File: config.mk
export PLATFORM = sky130hd
export DESIGN_NAME = dmem_arbiter
export DESIGN_NICKNAME = d
export VERILOG_FILES = /design/src/rtl/dmem_arb_pkg.sv /design/src/rtl/rr_arb2.sv /design/src/rtl/dmem_arbiter.sv
export SDC_FILE = /design/constraint.sdc
export NUM_CORES = 1
export LEC_CHECK = 0
export CORE_AREA = 2 2 228 230
export CTS_BUF_LIST = sky130_fd_sc_hd__clkbuf_16
export CTS_CLUSTER_DIAMETER = 40
export DETAILED_ROUTE_END_ITERATION = 8
export DIE_AREA = 0 0 230 232
export PLACE_DENSITY = 0.56
export SLEW_MARGIN = 20
export SYNTH_ARGS = -nofsm -noshare
export SYNTH_HDL_FRONTEND = slang
export SYNTH_SLANG_ARGS = --single-unit
File: constraint.sdc
create_clock -name clk -period 1.7 [get_ports clk]
set_input_delay 0.17 -clock clk [delete_from_list [all_inputs] [get_ports clk]]
set_output_delay 0.17 -clock clk [all_outputs]
set_load 0.01 [all_outputs]
File: src/rtl/dmem_arb_pkg.sv
// Shared types and constants for the two-port data-memory arbiter.
package dmem_arb_pkg;

  typedef enum logic [1:0] {
    IDLE   = 2'd0,
    ACCESS = 2'd1,
    RESP   = 2'd2
  } state_t;

  localparam logic PORT_CPU      = 1'b0;
  localparam logic PORT_DBG      = 1'b1;
  localparam int   DEFAULT_DEPTH = 128;

endpackage

File: src/rtl/rr_arb2.sv
// Two-way round-robin pick: a lone requester wins; on a tie the port not granted last wins.
// Purely combinational; grant is one-hot or zero.
module rr_arb2
  import dmem_arb_pkg::*;
(
  input  logic [1:0] req,
  input  logic       lastGrant,
  output logic [1:0] grant
);

  always_comb begin
    grant = req;
    if (req == 2'b11) begin
      grant = (lastGrant == PORT_DBG) ? 2'b01 : 2'b10;
    end
  end

endmodule

File: src/rtl/dmem_arbiter.sv
// Arbitrates cpu/dbg accesses onto one data memory: Grant one cycle after the request edge, ReadValid the cycle after.
// No backpressure on responses; requests are only sampled in IDLE, so throughput is one access per 3 cycles.
module dmem_arbiter
  import dmem_arb_pkg::*;
#(
  parameter int ADDR_W = 64,
  parameter int DATA_W = 64,
  parameter int DEPTH  = DEFAULT_DEPTH
) (
  input  logic              clk,
  input  logic              reset,
  input  logic              cpuReq,
  input  logic              cpuWrite,
  input  logic [ADDR_W-1:0] cpuAddress,
  input  logic [DATA_W-1:0] cpuWriteData,
  output logic              cpuGrant,
  output logic              cpuReadValid,
  output logic [DATA_W-1:0] cpuReadData,
  output logic              cpuError,
  input  logic              dbgReq,
  input  logic              dbgWrite,
  input  logic [ADDR_W-1:0] dbgAddress,
  input  logic [DATA_W-1:0] dbgWriteData,
  output logic              dbgGrant,
  output logic              dbgReadValid,
  output logic [DATA_W-1:0] dbgReadData,
  output logic              dbgError,
  output logic [ADDR_W-1:0] memAddress,
  output logic [DATA_W-1:0] memWriteData,
  output logic              memRead,
  output logic              memWrite,
  input  logic [DATA_W-1:0] memReadData,
  output logic              busy
);

  state_t            state;
  logic              lastGrant;
  logic              winner;
  logic              latWrite;
  logic              latErr;
  logic [ADDR_W-1:0] latAddr;
  logic [DATA_W-1:0] latData;
  logic [DATA_W-1:0] capData;

  logic [1:0]        grantVec;
  logic              sel;
  logic              selWrite;
  logic [ADDR_W-1:0] selAddr;
  logic [DATA_W-1:0] selData;
  logic              selErr;

  rr_arb2 uArb (
    .req       ({dbgReq, cpuReq}),
    .lastGrant (lastGrant),
    .grant     (grantVec)
  );

  assign sel      = grantVec[PORT_DBG];
  assign selWrite = sel ? dbgWrite     : cpuWrite;
  assign selAddr  = sel ? dbgAddress   : cpuAddress;
  assign selData  = sel ? dbgWriteData : cpuWriteData;
  // Only 8-byte aligned addresses inside the memory are serviced.
  assign selErr   = (selAddr[2:0] != 3'b000) || (selAddr >= ADDR_W'(DEPTH));

  always_ff @(posedge clk) begin
    if (reset) begin
      state     <= IDLE;
      lastGrant <= PORT_DBG;
      winner    <= PORT_CPU;
      latWrite  <= 1'b0;
      latErr    <= 1'b0;
      latAddr   <= '0;
      latData   <= '0;
      capData   <= '0;
    end else begin
      case (state)
        IDLE: begin
          if (|grantVec) begin
            winner    <= sel;
            lastGrant <= sel;
            latWrite  <= selWrite;
            latAddr   <= selAddr;
            latData   <= selData;
            latErr    <= selErr;
            state     <= ACCESS;
          end
        end
        ACCESS: begin
          capData <= (latWrite || latErr) ? '0 : memReadData;
          state   <= RESP;
        end
        RESP:    state <= IDLE;
        default: state <= IDLE;
      endcase
    end
  end

  // All strobes decode from registers so no Req reaches an output combinationally.
  assign busy         = (state != IDLE);
  assign memAddress   = latAddr;
  assign memWriteData = latData;
  assign memRead      = (state == ACCESS) && !latWrite && !latErr;
  assign memWrite     = (state == ACCESS) &&  latWrite && !latErr;

  assign cpuGrant     = (state == ACCESS) && (winner == PORT_CPU);
  assign dbgGrant     = (state == ACCESS) && (winner == PORT_DBG);
  assign cpuReadValid = (state == RESP)   && (winner == PORT_CPU);
  assign dbgReadValid = (state == RESP)   && (winner == PORT_DBG);
  assign cpuError     = cpuReadValid && latErr;
  assign dbgError     = dbgReadValid && latErr;
  assign cpuReadData  = cpuReadValid ? capData : '0;
  assign dbgReadData  = dbgReadValid ? capData : '0;

endmodule
==> flow_results.xml <==
<?xml version="1.0" encoding="UTF-8"?>
<metrics>
  <group name="cts">
    <metric name="cts_tree" unit="">done</metric>
    <metric name="clkTransAtPathRegs" unit="ns">0.07</metric>
    <metric name="clock_latency" unit="ns">0.50</metric>
    <metric name="max-clock-path-buffers" unit="">2</metric>
    <metric name="clock_tree.htree_level_count" unit="">4</metric>
    <metric name="cts-buffers-inserted" unit="">17</metric>
    <metric name="cts_root_buf" unit="">clkbuf_16</metric>
    <metric name="cts.sink_count" unit="">198</metric>
  </group>
  <group name="critical_path">
    <metric name="crit_path_start_kind" unit="">flip-flop</metric>
    <metric name="kind_of_critical_path" unit="">flip-flop to primary output</metric>
    <metric name="timing.critical_path.mode_cell" unit="">buf_6</metric>
    <metric name="cp.required" unit="ns">1.53</metric>
    <metric name="cp_slowest_cell" unit="">dfxtp_4</metric>
    <metric name="critical_path.endpoint_type" unit="">primary output</metric>
    <metric name="critPathArrivalTime" unit="ns">1.87</metric>
    <metric name="crit_fanout" unit="">8</metric>
    <metric name="cpPeakStageDelay" unit="ns">0.38</metric>
    <metric name="crit_chain" unit="">inv_4 &gt; nor3b_4 &gt; buf_6 &gt; buf_6 &gt; buf_12 &gt; buf_4 &gt; and2_4 &gt; buf_6</metric>
  </group>
  <group name="routing">
    <metric name="viasPerCell" unit="">4.315</metric>
    <metric name="wl_per_cell" unit="um">19.17</metric>
    <metric name="dr.first_iter.drc_count" unit="">371</metric>
    <metric name="ant_nets" unit="">0</metric>
    <metric name="route.detailed.drc" unit="">0</metric>
    <metric name="via_count" unit="">10381</metric>
    <metric name="drt_first_pass_iters" unit="">4</metric>
    <metric name="route.final.wire_length" unit="um">46120</metric>
  </group>
  <group name="sta">
    <metric name="post-route-min-period" unit="ns">2.042</metric>
    <metric name="report.final.setup_viol" unit="">132</metric>
    <metric name="fin_skew" unit="ns">0.02046</metric>
    <metric name="worst-slew-pin-transition" unit="ns">0.4543</metric>
    <metric name="rsz0062_at_grt" unit="">true</metric>
    <metric name="finalHoldViolCount" unit="">0</metric>
    <metric name="timing.slew.headroom" unit="%">69.43</metric>
    <metric name="post_route_clock_period_utilization" unit="%">120.1</metric>
    <metric name="setup_slack" unit="ns">-0.3421</metric>
    <metric name="fmaxAchievable" unit="MHz">489.7</metric>
    <metric name="timing_max_transition_violations_final" unit="">0</metric>
  </group>
  <group name="layout">
    <metric name="multi_input_comb_area" unit="mm^2">0.005106</metric>
    <metric name="fin_nets" unit="">2040</metric>
    <metric name="area_occupied_by_registers" unit="mm^2">0.003980</metric>
    <metric name="post_route_cells_drive_above_1_share" unit="%">28.10</metric>
    <metric name="layout.core_utilization" unit="%">36.34</metric>
    <metric name="stdcell_area" unit="mm^2">0.01849</metric>
    <metric name="layout.filler_cells" unit="">5108</metric>
    <metric name="area_delta_synth_final" unit="%">102.0</metric>
    <metric name="num_antenna_cells" unit="">0</metric>
  </group>
  <group name="placed_design">
    <metric name="dpl.hpwl" unit="um">33510</metric>
    <metric name="placedInstanceArea" unit="mm^2">0.01664</metric>
    <metric name="gpl.final_weighted_congestion" unit="">0.9283</metric>
    <metric name="portBuffers" unit="">590</metric>
  </group>
  <group name="run">
    <metric name="drv.max_cap_violation_count" unit="">0</metric>
  </group>
  <group name="power_and_ir_drop">
    <metric name="p_leak" unit="nW">7.447</metric>
    <metric name="peakVddDrop" unit="V">0.0005661</metric>
    <metric name="overall_power_after_layout" unit="mW">13.26</metric>
    <metric name="p_per_area" unit="mW/mm^2">717.4</metric>
  </group>
  <group name="global_routing">
    <metric name="globalRoute.totalOverflow" unit="">0</metric>
    <metric name="grt_util_met1" unit="%">18.25</metric>
    <metric name="grt_max_degree" unit="">65</metric>
    <metric name="grt_busiest_layer" unit="">met2</metric>
    <metric name="grt_pass1_wl" unit="um">65340</metric>
    <metric name="gr-usage-met2" unit="%">29.44</metric>
    <metric name="grtUsageMet3" unit="%">5.022</metric>
    <metric name="grt_pass1_vias" unit="">10452</metric>
    <metric name="groute.usage.overall" unit="%">16.42</metric>
    <metric name="grt_antenna_before_repair" unit="">0</metric>
  </group>
  <group name="yosys">
    <metric name="netlist_top_cells_area" unit="">dfxtp_1 (43%), mux2i_1 (14%), a211oi_1 (10%), and2_1 (8.9%), nor2_1 (8.2%)</metric>
    <metric name="yosysWarnings" unit="">0</metric>
    <metric name="synth.largest_area_cell" unit="">dfxtp_1</metric>
    <metric name="syn-instance-count" unit="">1008</metric>
    <metric name="ys_ff_latch" unit="">198</metric>
    <metric name="netlist.area_leader.share" unit="%">43.30</metric>
    <metric name="seq_area_frac_synth" unit="%">43.30</metric>
    <metric name="mean_cell_area_of_the_mapped_netlist" unit="um^2">9.082</metric>
    <metric name="net_count_after_synthesis" unit="">1334</metric>
    <metric name="synth_cell_types" unit="">31</metric>
    <metric name="combined_area_of_all_synthesized_cells" unit="mm^2">0.009155</metric>
  </group>
  <group name="floorplanning">
    <metric name="die_height" unit="um">232</metric>
    <metric name="ios" unit="">591</metric>
    <metric name="std_cell_rows" unit="">83</metric>
    <metric name="fp.coreArea" unit="mm^2">0.05089</metric>
    <metric name="start_util" unit="%">17.99</metric>
    <metric name="die_area" unit="mm^2">0.05336</metric>
    <metric name="die_w" unit="um">230</metric>
  </group>
  <group name="run_status">
    <metric name="status" unit="">complete, but fails checks</metric>
    <metric name="failed_checks" unit="">negative setup slack</metric>
  </group>
  <group name="worst_hold_path">
    <metric name="timing.hold.worst.class" unit="">input pin to flip-flop</metric>
  </group>
</metrics>
## final timing paths
check / startpoint / to / slack, ns / cells past startpoint
setup reg to reg: lastGrant / latErr / 0.02 / 6
hold / removal: memReadData[6] / capData[6] / 0.29 / 3
setup / recovery: winner / dbgReadData[42] / -0.34 / 8
hold reg to reg: memAddress[27] / memAddress[27] / 0.50 / 2
## power breakdown
part	internal (mW)	leakage (nW)	switching (mW)
sequential	5.08	1.64	0.292
clock	1.84	0.251	1.97
combinational	2.32	5.56	1.76
## worst max-delay path: cells and delay by family (launching register included)
family / cells / cell delay (ns)
buffers and inverters: 6 / 0.66
flip-flops: 1 / 0.38
AND/OR/NAND/NOR: 2 / 0.34
## timing repair
item / 4_1_cts / 5_1_grt
pin swaps: 32 / 16
buffers inserted: 29 / 24
gates resized for setup: 654 / 195
gates cloned: 12 / 4
setup endpoints to repair: 226 / 182
hold buffers: 1 / 0
endpoints found under the hold margin: 2 / 0
## routing by layer
layer / vias up / share of wire, %
met5: - / 0
met3: 54 / 7.0
li1: 5016 / -
met4: 0 / 2.2
met2: 453 / 51
met1: 4858 / 40
## through the flow
step	setup TNS, ns	setup slack [ns]	std cells	hold slack, ns
2_1_floorplan	0	0.2149	1008	0.3183
3_3_place_gp	-43.10	-0.5708	2313	0.4854
3_5_place_dp	-50.66	-0.5608	2313	0.4899
4_1_cts	-40.66	-0.4286	2386	0.2410
5_1_grt	-44.67	-0.4644	2406	0.2828
6_report	-30.68	-0.3421	2406	0.2905
## logic make-up after synthesis
| family | count (synthesis) | synth area share [%] |
|---|---|---|
| muxes | 129 | 14.10 |
| AOI/OAI and AO/OA | 200 | 16.54 |
| and+or+nand+nor | 385 | 20.83 |
| buffers and inverters | 96 | 5.234 |
| DFF | 198 | 43.30 |
## cells in the final DEF, fill, tap and decap left out, types with 8 or more instances in the layout
master / count
dfxtp_1: 191
a22oi_1: 65
mux2i_1: 123
buf_12: 30
buf_16: 8
buf_6: 122
dlygate4sd2_1: 13
buf_2: 26
clkbuf_16: 21
buf_4: 128
and2_4: 102
nor4_1: 32
a211oi_1: 123
clkdlybuf4s50_1: 437
nor2_1: 200
and2_1: 28
## synthesized netlist by cell type
| cell | number |
|---|---|
| a21boi_1 | 1 |
| inv_2 | 1 |
| or4_1 | 2 |
| a31oi_1 | 1 |
| a22oi_1 | 65 |
| nor2_1 | 200 |
| nand3_1 | 1 |
| buf_4 | 9 |
| a311oi_1 | 1 |
| nor2_2 | 1 |
| and2_1 | 130 |
| buf_1 | 9 |
| nor2_4 | 1 |
| buf_2 | 26 |
| nor3b_1 | 3 |
| buf_6 | 7 |
| or2_2 | 1 |
| dfxtp_1 | 198 |
| a211oi_2 | 4 |
| nand2_1 | 5 |
| nor3_1 | 1 |
| nor4_1 | 32 |
| mux2i_1 | 129 |
| a211oi_1 | 125 |
| clkbuf_1 | 43 |
| a21oi_1 | 1 |
| nand4_1 | 6 |
| inv_1 | 1 |
| o21ai_0 | 2 |
| nand4b_1 | 1 |
| nand2b_1 | 1 |
## registers in the layout, indices dropped and copies added (netlist names)
register / count
capData: 64
winner: 1
memWriteData: 64
lastGrant: 1
latErr: 1
latWrite: 1
memAddress: 64
state: 2
## final cells by class
cell class,count,area share (%)
repair buffers,781,43.44
multi-input cells,714,27.62
flip-flops and latches,198,21.53
well taps,680,4.601
clock buffers,17,2.301
clock inverters,14,0.4669
inverters,2,0.05413
No activity file was read; power rests on OpenSTA's default activity.
